File: config.mk
export PLATFORM = sky130hd
export DESIGN_NAME = serial_lut_dbuf
export DESIGN_NICKNAME = d
export VERILOG_FILES = /design/src/rtl/serial_lut_pkg.sv /design/src/rtl/lut_mux.sv /design/src/rtl/serial_lut_dbuf.sv
export SDC_FILE = /design/constraint.sdc
export NUM_CORES = 1
export LEC_CHECK = 0
export BUFFER_PORTS_ARGS = -buffer_cell sky130_fd_sc_hd__buf_4
export CAP_MARGIN = 20
export CORE_ASPECT_RATIO = 0.9
export CORE_MARGIN = 2
export CORE_UTILIZATION = 45
export CTS_CLUSTER_DIAMETER = 30
export CTS_CLUSTER_SIZE = 14
export DETAILED_ROUTE_END_ITERATION = 7
export PLACE_DENSITY = 0.64
export SLEW_MARGIN = 20
export SYNTH_ARGS = -nofsm -noshare
export SYNTH_HDL_FRONTEND = slang
export SYNTH_SLANG_ARGS = --single-unit
File: constraint.sdc
create_clock -name clk -period 4.95 [get_ports clk]
set_clock_uncertainty 0.1 [all_clocks]
set_input_delay 0.495 -clock clk [delete_from_list [all_inputs] [get_ports clk]]
set_output_delay 0.495 -clock clk [all_outputs]
set_load 0.05 [all_outputs]
File: src/rtl/serial_lut_pkg.sv
// rtl/serial_lut_pkg.sv - shared parameters, types and helpers for the serial LUT tile
package serial_lut_pkg;

    localparam int DEF_IN_WIDTH  = 2;
    localparam int DEF_OUT_WIDTH = 8;
    localparam int DEF_ROT_LEN   = 8;

    // Frame state is just the previous cs_n sample: high means idle.
    typedef enum logic {
        ST_LOAD = 1'b0,
        ST_IDLE = 1'b1
    } frame_state_t;

    function automatic int table_bits(input int in_w, input int out_w);
        return (1 << in_w) * out_w;
    endfunction

endpackage

File: src/rtl/lut_mux.sv
// rtl/lut_mux.sv - combinational entry select over a flat packed table
module lut_mux
    import serial_lut_pkg::*;
#(
    parameter int IN_WIDTH  = DEF_IN_WIDTH,
    parameter int OUT_WIDTH = DEF_OUT_WIDTH
) (
    input  logic [table_bits(IN_WIDTH, OUT_WIDTH)-1:0] lut_i,
    input  logic [IN_WIDTH-1:0]                        sel_i,
    output logic [OUT_WIDTH-1:0]                       entry_o
);

    localparam int ENTRIES = 2 ** IN_WIDTH;

    logic [OUT_WIDTH-1:0] entries [ENTRIES];

    // Entry 0 sits in the least significant slice of the table.
    for (genvar i = 0; i < ENTRIES; i++) begin : g_entry
        assign entries[i] = lut_i[(i+1)*OUT_WIDTH-1 -: OUT_WIDTH];
    end

    assign entry_o = entries[sel_i];

endmodule

File: src/rtl/serial_lut_dbuf.sv
// rtl/serial_lut_dbuf.sv - double-buffered serial-load LUT with rotate and registered output
module serial_lut_dbuf
    import serial_lut_pkg::*;
#(
    parameter int IN_WIDTH  = DEF_IN_WIDTH,
    parameter int OUT_WIDTH = DEF_OUT_WIDTH,
    parameter int ROT_LEN   = DEF_ROT_LEN
) (
    input  logic                 clk,
    input  logic                 rst_n,
    input  logic                 d,
    input  logic                 cs_n,
    input  logic                 rot_n,
    input  logic [IN_WIDTH-1:0]  sel,
    output logic [OUT_WIDTH-1:0] out,
    output logic                 valid,
    output logic                 err
);

    localparam int TABLE_BITS = table_bits(IN_WIDTH, OUT_WIDTH);
    localparam int CNT_W      = $clog2(TABLE_BITS + 2);

    localparam logic [CNT_W-1:0] CNT_FULL = CNT_W'(TABLE_BITS);
    localparam logic [CNT_W-1:0] CNT_SAT  = CNT_W'(TABLE_BITS + 1);

    logic [TABLE_BITS-1:0] shadow_q, shadow_d;
    logic [TABLE_BITS-1:0] active_q, active_d;
    logic [CNT_W-1:0]      cnt_q, cnt_d;
    frame_state_t          cs_q, cs_d;
    logic [OUT_WIDTH-1:0]  out_q, out_d;
    logic                  valid_q, valid_d;
    logic                  err_q, err_d;

    logic [OUT_WIDTH-1:0]  entry;
    logic                  frame_end;
    logic                  commit;

    lut_mux #(
        .IN_WIDTH  (IN_WIDTH),
        .OUT_WIDTH (OUT_WIDTH)
    ) u_lut_mux (
        .lut_i   (active_q),
        .sel_i   (sel),
        .entry_o (entry)
    );

    assign frame_end = cs_n && (cs_q == ST_LOAD);
    assign commit    = frame_end && (cnt_q == CNT_FULL);

    always_comb begin
        shadow_d = shadow_q;
        active_d = active_q;
        cnt_d    = cnt_q;
        valid_d  = valid_q;
        err_d    = err_q;
        cs_d     = cs_n ? ST_IDLE : ST_LOAD;
        out_d    = entry;

        if (!cs_n) begin
            shadow_d = {shadow_q[TABLE_BITS-2:0], d};
            if (cs_q == ST_IDLE) begin
                cnt_d = CNT_W'(1);
                err_d = 1'b0;
            end else if (cnt_q != CNT_SAT) begin
                cnt_d = cnt_q + CNT_W'(1);
            end
        end else if (frame_end && !commit) begin
            err_d = 1'b1;
        end

        // A commit replaces the whole table, so a same-edge rotate is dropped.
        if (commit) begin
            active_d = shadow_q;
            valid_d  = 1'b1;
        end else if (!rot_n) begin
            active_d = {active_q[ROT_LEN-1:0], active_q[TABLE_BITS-1:ROT_LEN]};
        end
    end

    always_ff @(posedge clk or negedge rst_n) begin
        if (!rst_n) begin
            shadow_q <= '0;
            active_q <= '0;
            cnt_q    <= '0;
            cs_q     <= ST_IDLE;
            out_q    <= '0;
            valid_q  <= 1'b0;
            err_q    <= 1'b0;
        end else begin
            shadow_q <= shadow_d;
            active_q <= active_d;
            cnt_q    <= cnt_d;
            cs_q     <= cs_d;
            out_q    <= out_d;
            valid_q  <= valid_d;
            err_q    <= err_d;
        end
    end

    assign out   = out_q;
    assign valid = valid_q;
    assign err   = err_q;

endmodule

==> results.sh, run 1 <==
export IMPL_outcome="finished clean"
export IMPL_grtUsageMet3=0.0464
export IMPL_root_buffer="clkbuf_8"
export IMPL_r2r_setup_slack_ns=2.79
export IMPL_yosys_area_top_type="dfrtp_1"
export IMPL_numCtsBuffers=9
export IMPL_max_slew_worst_pin_slew_ns=0.745
export IMPL_hold_buffers=0
export IMPL_register_area_um2=2030
export IMPL_cpMaxStageDelayCell="nand3_4"
export IMPL_syn_avg_cell_area_um2=15.9
export IMPL_yosysTopAreaCellShare=0.534
export IMPL_dieWidth_um=100
export IMPL_syn_area_um2=3750
export IMPL_grtUsageMet1=0.214
export IMPL_layoutNonFillerInstCount=353
export IMPL_place_ws_ns=2.44
export IMPL_reg2reg_depth=5
export IMPL_io_buffers=16
export IMPL_coreArea_um2=8070
export IMPL_timing_rr_end="active_q[2]"
export IMPL_ys_seq_area_frac=0.541
export IMPL_cts_sinks=81
export IMPL_h_tree_depth=3
export IMPL_grt_pass1_vias=1885
export IMPL_place_area_um2=3910
export IMPL_wl_um=5840
export IMPL_post_cts_buffers=0
export IMPL_critical_path_arrival_ns=2.28
export IMPL_powerDensity_nw_per_um2=439
export IMPL_period_minus_slack_ns=2.16
export IMPL_n_antenna_cell=0
export IMPL_dp_cells=337
export IMPL_drtIter0Drc=36
export IMPL_grt_first_pass_wirelength_um=9890
export IMPL_area_delta_synth_final_pct=11.0
export IMPL_fin_tns_setup_ns=0
export IMPL_multi_input_area_um2=1620
export IMPL_finalCritPeriodShare=0.436
export IMPL_drt_pass1_iter_count=4
export IMPL_antenna_found_initial=0
export IMPL_finalHoldViolCount=0
export IMPL_maxCapViolations=0
export IMPL_row_count=31
export IMPL_synth_main_ff_cell="dfrtp_1"
export IMPL_ys_seq_elements=81
export IMPL_clock_latency_ns=0.34
export IMPL_grt_max_degree=82
export IMPL_syn_num_nets=246
export IMPL_drcViolationCount=0
export IMPL_initial_core_util=0.465
export IMPL_cp_start_kind="flip-flop"
export IMPL_fin_area_um2=4170
export IMPL_yosysWarnings=0
export IMPL_grt_busiest_layer="met1"
export IMPL_overflow=0
export IMPL_irDropWorstVdd_mv=0.188
export IMPL_layout_setup_ws_ns=2.79
export IMPL_fillers=672
export IMPL_hpwlAfterDp_um=3570
export IMPL_ant_nets=0
export IMPL_synth_edf_count=0
export IMPL_crit_reg2reg_launch="cnt_q[0]"
export IMPL_critPathCaptureType="flip-flop"
export IMPL_slowest_delay_ns=0.52
export IMPL_setup_viol=0
export IMPL_cts_tree="built"
export IMPL_power_total_mw=1.83
export IMPL_syn_instance_count=236
export IMPL_yosysMostFrequentCell="dfrtp_1"
export IMPL_drive_gt1_frac=0.535
export IMPL_use_met2=0.198
export IMPL_vias=1902
export IMPL_cts_max_path_buffers=2
export IMPL_place_congestion=0.690
export IMPL_async_flop_share=1.00
export IMPL_ys_types=27
export IMPL_max_slew_margin=0.503
export IMPL_final_nets=259
export IMPL_critical_path_required_ns=5.08
export IMPL_ctsResizeCount=0
export IMPL_clkTransAtPathRegs_ns=0.08
export IMPL_crit_fanout=33
export IMPL_die_y_um=90.6
export IMPL_synth_area_leaders="dfrtp_1 53%, mux2_2 19%, mux2_4 12%"
export IMPL_rsz0062_at_grt="no"
export IMPL_avgRoutedWirePerCell_um=16.5
export IMPL_grt_usage=0.142
export IMPL_drv_slew=0
export IMPL_worstHoldPathType="in2async"
export IMPL_fmax_ghz=0.463
export IMPL_ys_top_cells_by_count="80 x dfrtp_1, 63 x mux2_2, 29 x mux2_4"
export IMPL_via_per_inst=5.39
export IMPL_worstPathCellList="inv_1, ha_1, nor2b_1, nand3_4, mux2_4"
export IMPL_path_class="reg2reg"
export IMPL_p_leak_nw=2.06
export IMPL_dieArea_um2=9090
export IMPL_io_pins=17
[metal layers]
metal	vias up	part of all wire
li1	884	-
met1	978	0.50
met2	32	0.45
met3	8	0.038
met4	0	0.011
met5	-	0
[worst max path at each step]
stage | endpoint | slack, ns | startpoint
after floorplan | active_q[1] | 3.26 | rot_n
after global placement | active_q[30] | 2.47 | cs_n
after detailed placement | active_q[28] | 2.44 | cs_n
after CTS | active_q[2] | 2.74 | cnt_q[0]
after global routing | active_q[26] | 2.62 | cnt_q[0]
final | active_q[2] | 2.79 | cnt_q[0]
[where the power goes]
part           internal, mW  switching (mW)  leakage, nW  total, mW
Clock                 0.352           0.238        0.127      0.590
Combinational         0.183           0.124        0.862      0.307
Sequential            0.808           0.123         1.07      0.931
Total                  1.34           0.486         2.06       1.83
[sequential cells by signal, indices dropped and copies added, names as in the netlist]
register / cells
cs_q: 1
valid: 1
active_q: 32
cnt_q: 6
out: 8
shadow_q: 32
err: 1
[layout by cell type, fill, tap and decap left out, drive strengths merged, types with 2 or more instances in the layout]
master  count
a221o       2
a31oi       2
and3        2
buf        16
bufinv      3
clkbuf     10
dfrtp      80
ha          3
inv         6
mux2       96
mux2i       2
mux4        8
nand2       2
nand2b      2
nand3       2
nor2        3
nor2b       3
o21ai       4
o41ai       2
[cell type report]
type,instances,share of cell area
sequential,81,0.487
multi-input combinational,137,0.390
clock buffer,10,0.0330
timing repair buffer,16,0.0297
tap,99,0.0297
clock inverter,6,0.0270
inverter,4,0.00360
[kinds of logic after synthesis]
family / Yosys count / share of synthesized area
muxes: 106 / 0.370
DFF: 81 / 0.541
buffers and inverters: 18 / 0.0267
and+or+nand+nor: 16 / 0.0290
AOI/OAI and AO/OA: 12 / 0.0233
adders and majority gates: 3 / 0.0100
[metrics by stage]
step / hold WS, ns / util
2_1_floorplan: 0.0994 / -
3_3_place_gp: 0.368 / 0.485
3_5_place_dp: 0.357 / 0.485
4_1_cts: 0.259 / 0.516
5_1_grt: 0.119 / 0.516
6_report: 0.0725 / 0.516
[worst max-delay path: cells and delay by family (launching register included)]
kind                     cells  cell delay, ns
AND/OR/NAND/NOR              2            0.77
multiplexers                 1            0.48
flip-flops                   1            0.42
adder cells (fa/ha/maj)      1            0.14
buffers and inverters        1            0.10
(Power assumes the default switching activity.)
==> inputs of run 2 (changes only) <==
--- a/config.mk
+++ b/config.mk
@@ -13,7 +13,7 @@
 export CTS_CLUSTER_DIAMETER = 30
 export CTS_CLUSTER_SIZE = 14
 export DETAILED_ROUTE_END_ITERATION = 7
-export PLACE_DENSITY = 0.64
+export PLACE_DENSITY = 0.67
 export SLEW_MARGIN = 20
 export SYNTH_ARGS = -nofsm -noshare
 export SYNTH_HDL_FRONTEND = slang
==> constraint.sdc (replaced) <==
create_clock -name clk -period 1.97 [get_ports clk]
set_clock_uncertainty 0.1 [all_clocks]
set_input_delay 0.197 -clock clk [delete_from_list [all_inputs] [get_ports clk]]
set_output_delay 0.197 -clock clk [all_outputs]
set_load 0.05 [all_outputs]
==> run 2 against run 1 <==
Sequential share of layout area decreased by 0.36 points. Clock power increased by 120%. Combinational power increased to 2.6 times the previous value. Critical path type unchanged. Largest power group unchanged. Highest routed layer unchanged.
==> results.sh, run 2 (same netlist as run 1, synthesis figures left out) <==
export IMPL_outcome="finished clean"
export IMPL_n_antenna_cell=0
export IMPL_io_pins=17
export IMPL_fmax_ghz=0.563
export IMPL_layout_setup_ws_ns=0.195
export IMPL_critical_path_required_ns=2.09
export IMPL_multi_input_area_um2=1620
export IMPL_cp_num_cells=6
export IMPL_wl_um=5950
export IMPL_die_y_um=90.6
export IMPL_worstPathCellList="inv_1, ha_1, nor2b_1, nand3_4, buf_12, mux2_2"
export IMPL_power_total_mw=4.42
export IMPL_row_count=31
export IMPL_ctsResizeCount=0
export IMPL_max_slew_worst_pin_slew_ns=0.471
export IMPL_maxCapViolations=0
export IMPL_h_tree_depth=3
export IMPL_irDropWorstVdd_mv=0.526
export IMPL_crit_path_start="cnt_q[0]"
export IMPL_finalHoldViolCount=0
export IMPL_grt_max_degree=39
export IMPL_layoutNonFillerInstCount=358
export IMPL_drv_slew=0
export IMPL_crit_reg2reg_launch="cnt_q[0]"
export IMPL_antenna_found_initial=0
export IMPL_final_cell_mix="80 x dfrtp_1, 63 x mux2_2, 29 x mux2_4, 18 x buf_4, 10 x clkbuf_8"
export IMPL_slowest_delay_ns=0.40
export IMPL_grt_pass1_vias=2010
export IMPL_finalCritPeriodShare=0.901
export IMPL_reg2reg_depth=6
export IMPL_mostFrequentLayoutCell="dfrtp_1"
export IMPL_dieArea_um2=9090
export IMPL_setup_viol=0
export IMPL_p_leak_nw=2.07
export IMPL_vias=1898
export IMPL_grt_first_pass_wirelength_um=10400
export IMPL_fin_tns_setup_ns=0
export IMPL_cp_top_family="flip-flops"
export IMPL_io_buffers=16
export IMPL_post_cts_buffers=0
export IMPL_crit_fanout=33
export IMPL_place_congestion=0.717
export IMPL_hp_start="cs_n"
export IMPL_clock_latency_ns=0.34
export IMPL_coreArea_um2=8070
export IMPL_max_slew_margin=0.686
export IMPL_place_ws_ns=0.211
export IMPL_powerDensity_nw_per_um2=1050
export IMPL_drt_pass1_iter_count=4
export IMPL_dieWidth_um=100
export IMPL_clkTransAtPathRegs_ns=0.08
export IMPL_ant_nets=0
export IMPL_cp_buffers_inverters=2
export IMPL_path_class="reg2reg"
export IMPL_hpwlAfterDp_um=3940
export IMPL_fin_hold_ws_ns=0.149
export IMPL_root_buffer="clkbuf_8"
export IMPL_drive_gt1_frac=0.529
export IMPL_timing_rr_end="active_q[0]"
export IMPL_cts_max_path_buffers=2
export IMPL_cts_sinks=81
export IMPL_grt_usage=0.148
export IMPL_drtIter0Drc=54
export IMPL_cts_tree="built"
export IMPL_fillers=668
export IMPL_r2r_setup_slack_ns=0.19
export IMPL_initial_core_util=0.465
export IMPL_via_per_inst=5.30
export IMPL_worstHoldPathType="in2reg"
export IMPL_setup_worst_path_end="active_q[0]"
export IMPL_avgRoutedWirePerCell_um=16.6
export IMPL_area_delta_synth_final_pct=11.8
export IMPL_cpMaxStageDelayCell="dfrtp_1"
export IMPL_overflow=0
export IMPL_critPathCaptureType="flip-flop"
export IMPL_cp_start_kind="flip-flop"
export IMPL_register_area_um2=2030
export IMPL_rsz0062_at_grt="no"
export IMPL_period_minus_slack_ns=1.78
export IMPL_numCtsBuffers=9
export IMPL_final_nets=265
export IMPL_dp_cells=341
export IMPL_critical_path_arrival_ns=1.90
export IMPL_drcViolationCount=0
==> run 2: cell count changes in the layout (fill, tap and decap cells not counted), sizes merged <==
cell | previous run | this run
clkbuf | 10 | 12
bufinv | 3 | 2
inv | 6 | 4
dlygate4sd3 | 0 | 2
buf | 16 | 20
==> run 2: layout make-up <==
type | instances | area share
timing repair buffer | 22 | 0.0465
clock inverter | 3 | 0.0155
inverter | 4 | 0.00358
sequential | 81 | 0.483
clock buffer | 12 | 0.0346
tap | 99 | 0.0295
multi-input combinational | 137 | 0.387
==> run 2: worst min-delay path by stage <==
stage	slack, ns	end	depth (start not counted)
after global placement	0.02	active_q[3]	1
final	0.15	cnt_q[2]	3
after detailed placement	0.03	active_q[3]	1
after floorplan	-0.20	active_q[0]	0
after global routing	0.15	cnt_q[4]	3
after CTS	0.13	cnt_q[4]	3
==> run 2: metrics by stage <==
| stage | utilization | instance area [um2] |
|---|---|---|
| after detailed placement | 0.492 | 3970 |
| after CTS | 0.520 | 4200 |
| final | 0.520 | 4200 |
| after global routing | 0.520 | 4200 |
| after global placement | 0.492 | 3970 |
| after floorplan | - | 3750 |
==> run 2: where the power goes <==
part	leakage, nW	internal, mW	total [mW]	switching (mW)
Combinational	0.899	0.471	0.791	0.321
Sequential	1.07	2.03	2.34	0.306
Clock	0.106	0.741	1.29	0.548
==> run 2: repair_timing <==
item,CTS,global route
hold endpoints to repair,59,0
endpoints found under the setup margin,0,0
hold buffers,2,0
==> run 2: layer usage <==
| layer | part of all wire | track usage |
|---|---|---|
| met1 | 0.49 | 0.207 |
| met2 | 0.47 | 0.221 |
| met3 | 0.036 | 0.0519 |
| met4 | 0.012 | 0.0377 |
| met5 | 0 | 0 |
==> run 2: worst min-delay path, delay by kind of cell <==
| kind | cells | cell delay, ns |
|---|---|---|
| buffers and inverters | 1 | 0.09 |
| AOI/OAI and AO/OA | 2 | 0.27 |
==> inputs of run 3 (changes only) <==
--- a/config.mk
+++ b/config.mk
@@ -9,11 +9,11 @@
 export CAP_MARGIN = 20
 export CORE_ASPECT_RATIO = 0.9
 export CORE_MARGIN = 2
-export CORE_UTILIZATION = 45
+export CORE_UTILIZATION = 35
 export CTS_CLUSTER_DIAMETER = 30
 export CTS_CLUSTER_SIZE = 14
 export DETAILED_ROUTE_END_ITERATION = 7
-export PLACE_DENSITY = 0.67
+export PLACE_DENSITY = 0.55
 export SLEW_MARGIN = 20
 export SYNTH_ARGS = -nofsm -noshare
 export SYNTH_HDL_FRONTEND = slang
==> run 3 against run 2 <==
Die area is 27% higher. Setup slack worse by 0.061 ns. Non-clock buffer count is 1 higher. First-iteration DRC count is 11% higher. Global-route usage is 2.4 points lower. Power is 6.5% higher. Critical endpoint unchanged. Largest cell class unchanged. Largest power group unchanged.
==> results.sh, run 3 (same netlist as run 1, synthesis figures left out) <==
export IMPL_outcome="finished clean"
export IMPL_overflow=0
export IMPL_h_tree_depth=3
export IMPL_reg2reg_depth=6
export IMPL_root_buffer="clkbuf_16"
export IMPL_initial_core_util=0.363
export IMPL_hold_buffers=2
export IMPL_io_pins=17
export IMPL_drt_pass1_iter_count=4
export IMPL_final_nets=266
export IMPL_row_count=35
export IMPL_drtIter0Drc=60
export IMPL_via_per_inst=4.99
export IMPL_vias=1943
export IMPL_drv_slew=0
export IMPL_antenna_found_initial=0
export IMPL_max_slew_worst_pin_slew_ns=0.501
export IMPL_p_leak_nw=2.11
export IMPL_irDropWorstVdd_mv=0.421
export IMPL_maxCapViolations=0
export IMPL_clock_latency_ns=0.33
export IMPL_powerDensity_nw_per_um2=1090
export IMPL_wl_um=6340
export IMPL_post_cts_buffers=0
export IMPL_avgRoutedWirePerCell_um=16.3
export IMPL_path_class="reg2reg"
export IMPL_cts_tree="built"
export IMPL_layoutNonFillerInstCount=389
export IMPL_cts_sinks=81
export IMPL_setup_viol=0
export IMPL_holdPathStages=3
export IMPL_mostFrequentLayoutCell="dfrtp_1"
export IMPL_worstHoldPathType="in2reg"
export IMPL_numCtsBuffers=9
export IMPL_coreArea_um2=10300
export IMPL_area_delta_synth_final_pct=14.8
export IMPL_fillers=976
export IMPL_cts_max_path_buffers=2
export IMPL_dieWidth_um=113
export IMPL_finalCritPeriodShare=0.932
export IMPL_grt_max_degree=82
export IMPL_r2r_setup_slack_ns=0.13
export IMPL_clkTransAtPathRegs_ns=0.06
export IMPL_cp_start_kind="flip-flop"
export IMPL_critical_path_arrival_ns=1.95
export IMPL_drcViolationCount=0
export IMPL_dp_cells=372
export IMPL_n_antenna_cell=0
export IMPL_ant_nets=0
export IMPL_finalHoldViolCount=0
export IMPL_timing_rr_end="active_q[0]"
export IMPL_fin_util=0.417
export IMPL_rsz0062_at_grt="no"
export IMPL_critPathCaptureType="flip-flop"
export IMPL_grt_pass1_vias=2009
export IMPL_hold_end="cnt_q[2]"
export IMPL_ctsResizeCount=0
export IMPL_die_y_um=102
export IMPL_dieArea_um2=11600
export IMPL_period_minus_slack_ns=1.84
export IMPL_grt_first_pass_wirelength_um=10800
export IMPL_crit_reg2reg_launch="cnt_q[0]"
export IMPL_max_slew_margin=0.666
export IMPL_hpwlAfterDp_um=4010
export IMPL_place_congestion=0.755
export IMPL_drive_gt1_frac=0.531
export IMPL_hp_start="cs_n"
export IMPL_crit_fanout=17
export IMPL_fin_tns_setup_ns=0
export IMPL_io_buffers=16
export IMPL_grt_usage=0.124
export IMPL_fmax_ghz=0.545
export IMPL_critical_path_required_ns=2.09
export IMPL_final_cell_mix="80 x dfrtp_1, 63 x mux2_2, 29 x mux2_4, 19 x buf_4, 9 x clkbuf_16"
run 3: cell count changes in the layout (fill, tap and decap cells not counted), sizes merged:
cell and delta:
bufinv -1, buf +1, clkbuf -1, clkinv +2
run 3: how the worst max path moves through the flow:
stage                        start           end  slack (ns)  depth (start not counted)
after global placement    cnt_q[0]  active_q[31]        0.16                          6
after floorplan           cnt_q[0]  active_q[10]        0.30                          6
after CTS                 cnt_q[0]  active_q[31]        0.12                          6
after global routing      cnt_q[0]  active_q[31]        0.02                          6
after detailed placement  cnt_q[0]  active_q[31]        0.13                          6
final                     cnt_q[0]   active_q[0]        0.13                          6
run 3: per-stage QoR:
step / power [mW] / setup WS [ns] / hold WS [ns] / instance area [um2]
finish: 4.71 / 0.134 / 0.163 / 4310
global route: 4.98 / 0.0248 / 0.184 / 4310
CTS: 4.79 / 0.116 / 0.146 / 4310
detailed placement: 3.18 / 0.128 / 0.169 / 4010
global placement: 3.16 / 0.157 / 0.167 / 4010
floorplan: 2.89 / 0.297 / -0.199 / 3750
run 3: cell type report:
type | count | area [um2] | share of cell area
Sequential cell | 81 | 2030 | 0.471
Multi-Input combinational cell | 137 | 1620 | 0.377
Clock buffer | 11 | 233 | 0.0540
Timing Repair Buffer | 23 | 203 | 0.0470
Tap cell | 129 | 161 | 0.0375
Clock inverter | 4 | 45.0 | 0.0105
Inverter | 4 | 15.0 | 0.00348
run 3: worst max-delay path, stage by stage, from the launching register on:
cell,delay [ns]
dfrtp_1,0.40
inv_1,0.09
ha_1,0.19
nor2b_1,0.16
nand3_4,0.10
buf_4,0.31
mux2_2,0.37
run 3: where the power goes:
group	switching [mW]	internal, mW	total [mW]
clock network	0.615	0.968	1.58
registers	0.302	2.04	2.34
logic	0.317	0.469	0.786
run 3: per-layer routing:
metal,global-route usage,routed length (um)
met1,0.171,3310
met2,0.183,2730
met3,0.0415,200
met4,0.0460,95
met5,0,0
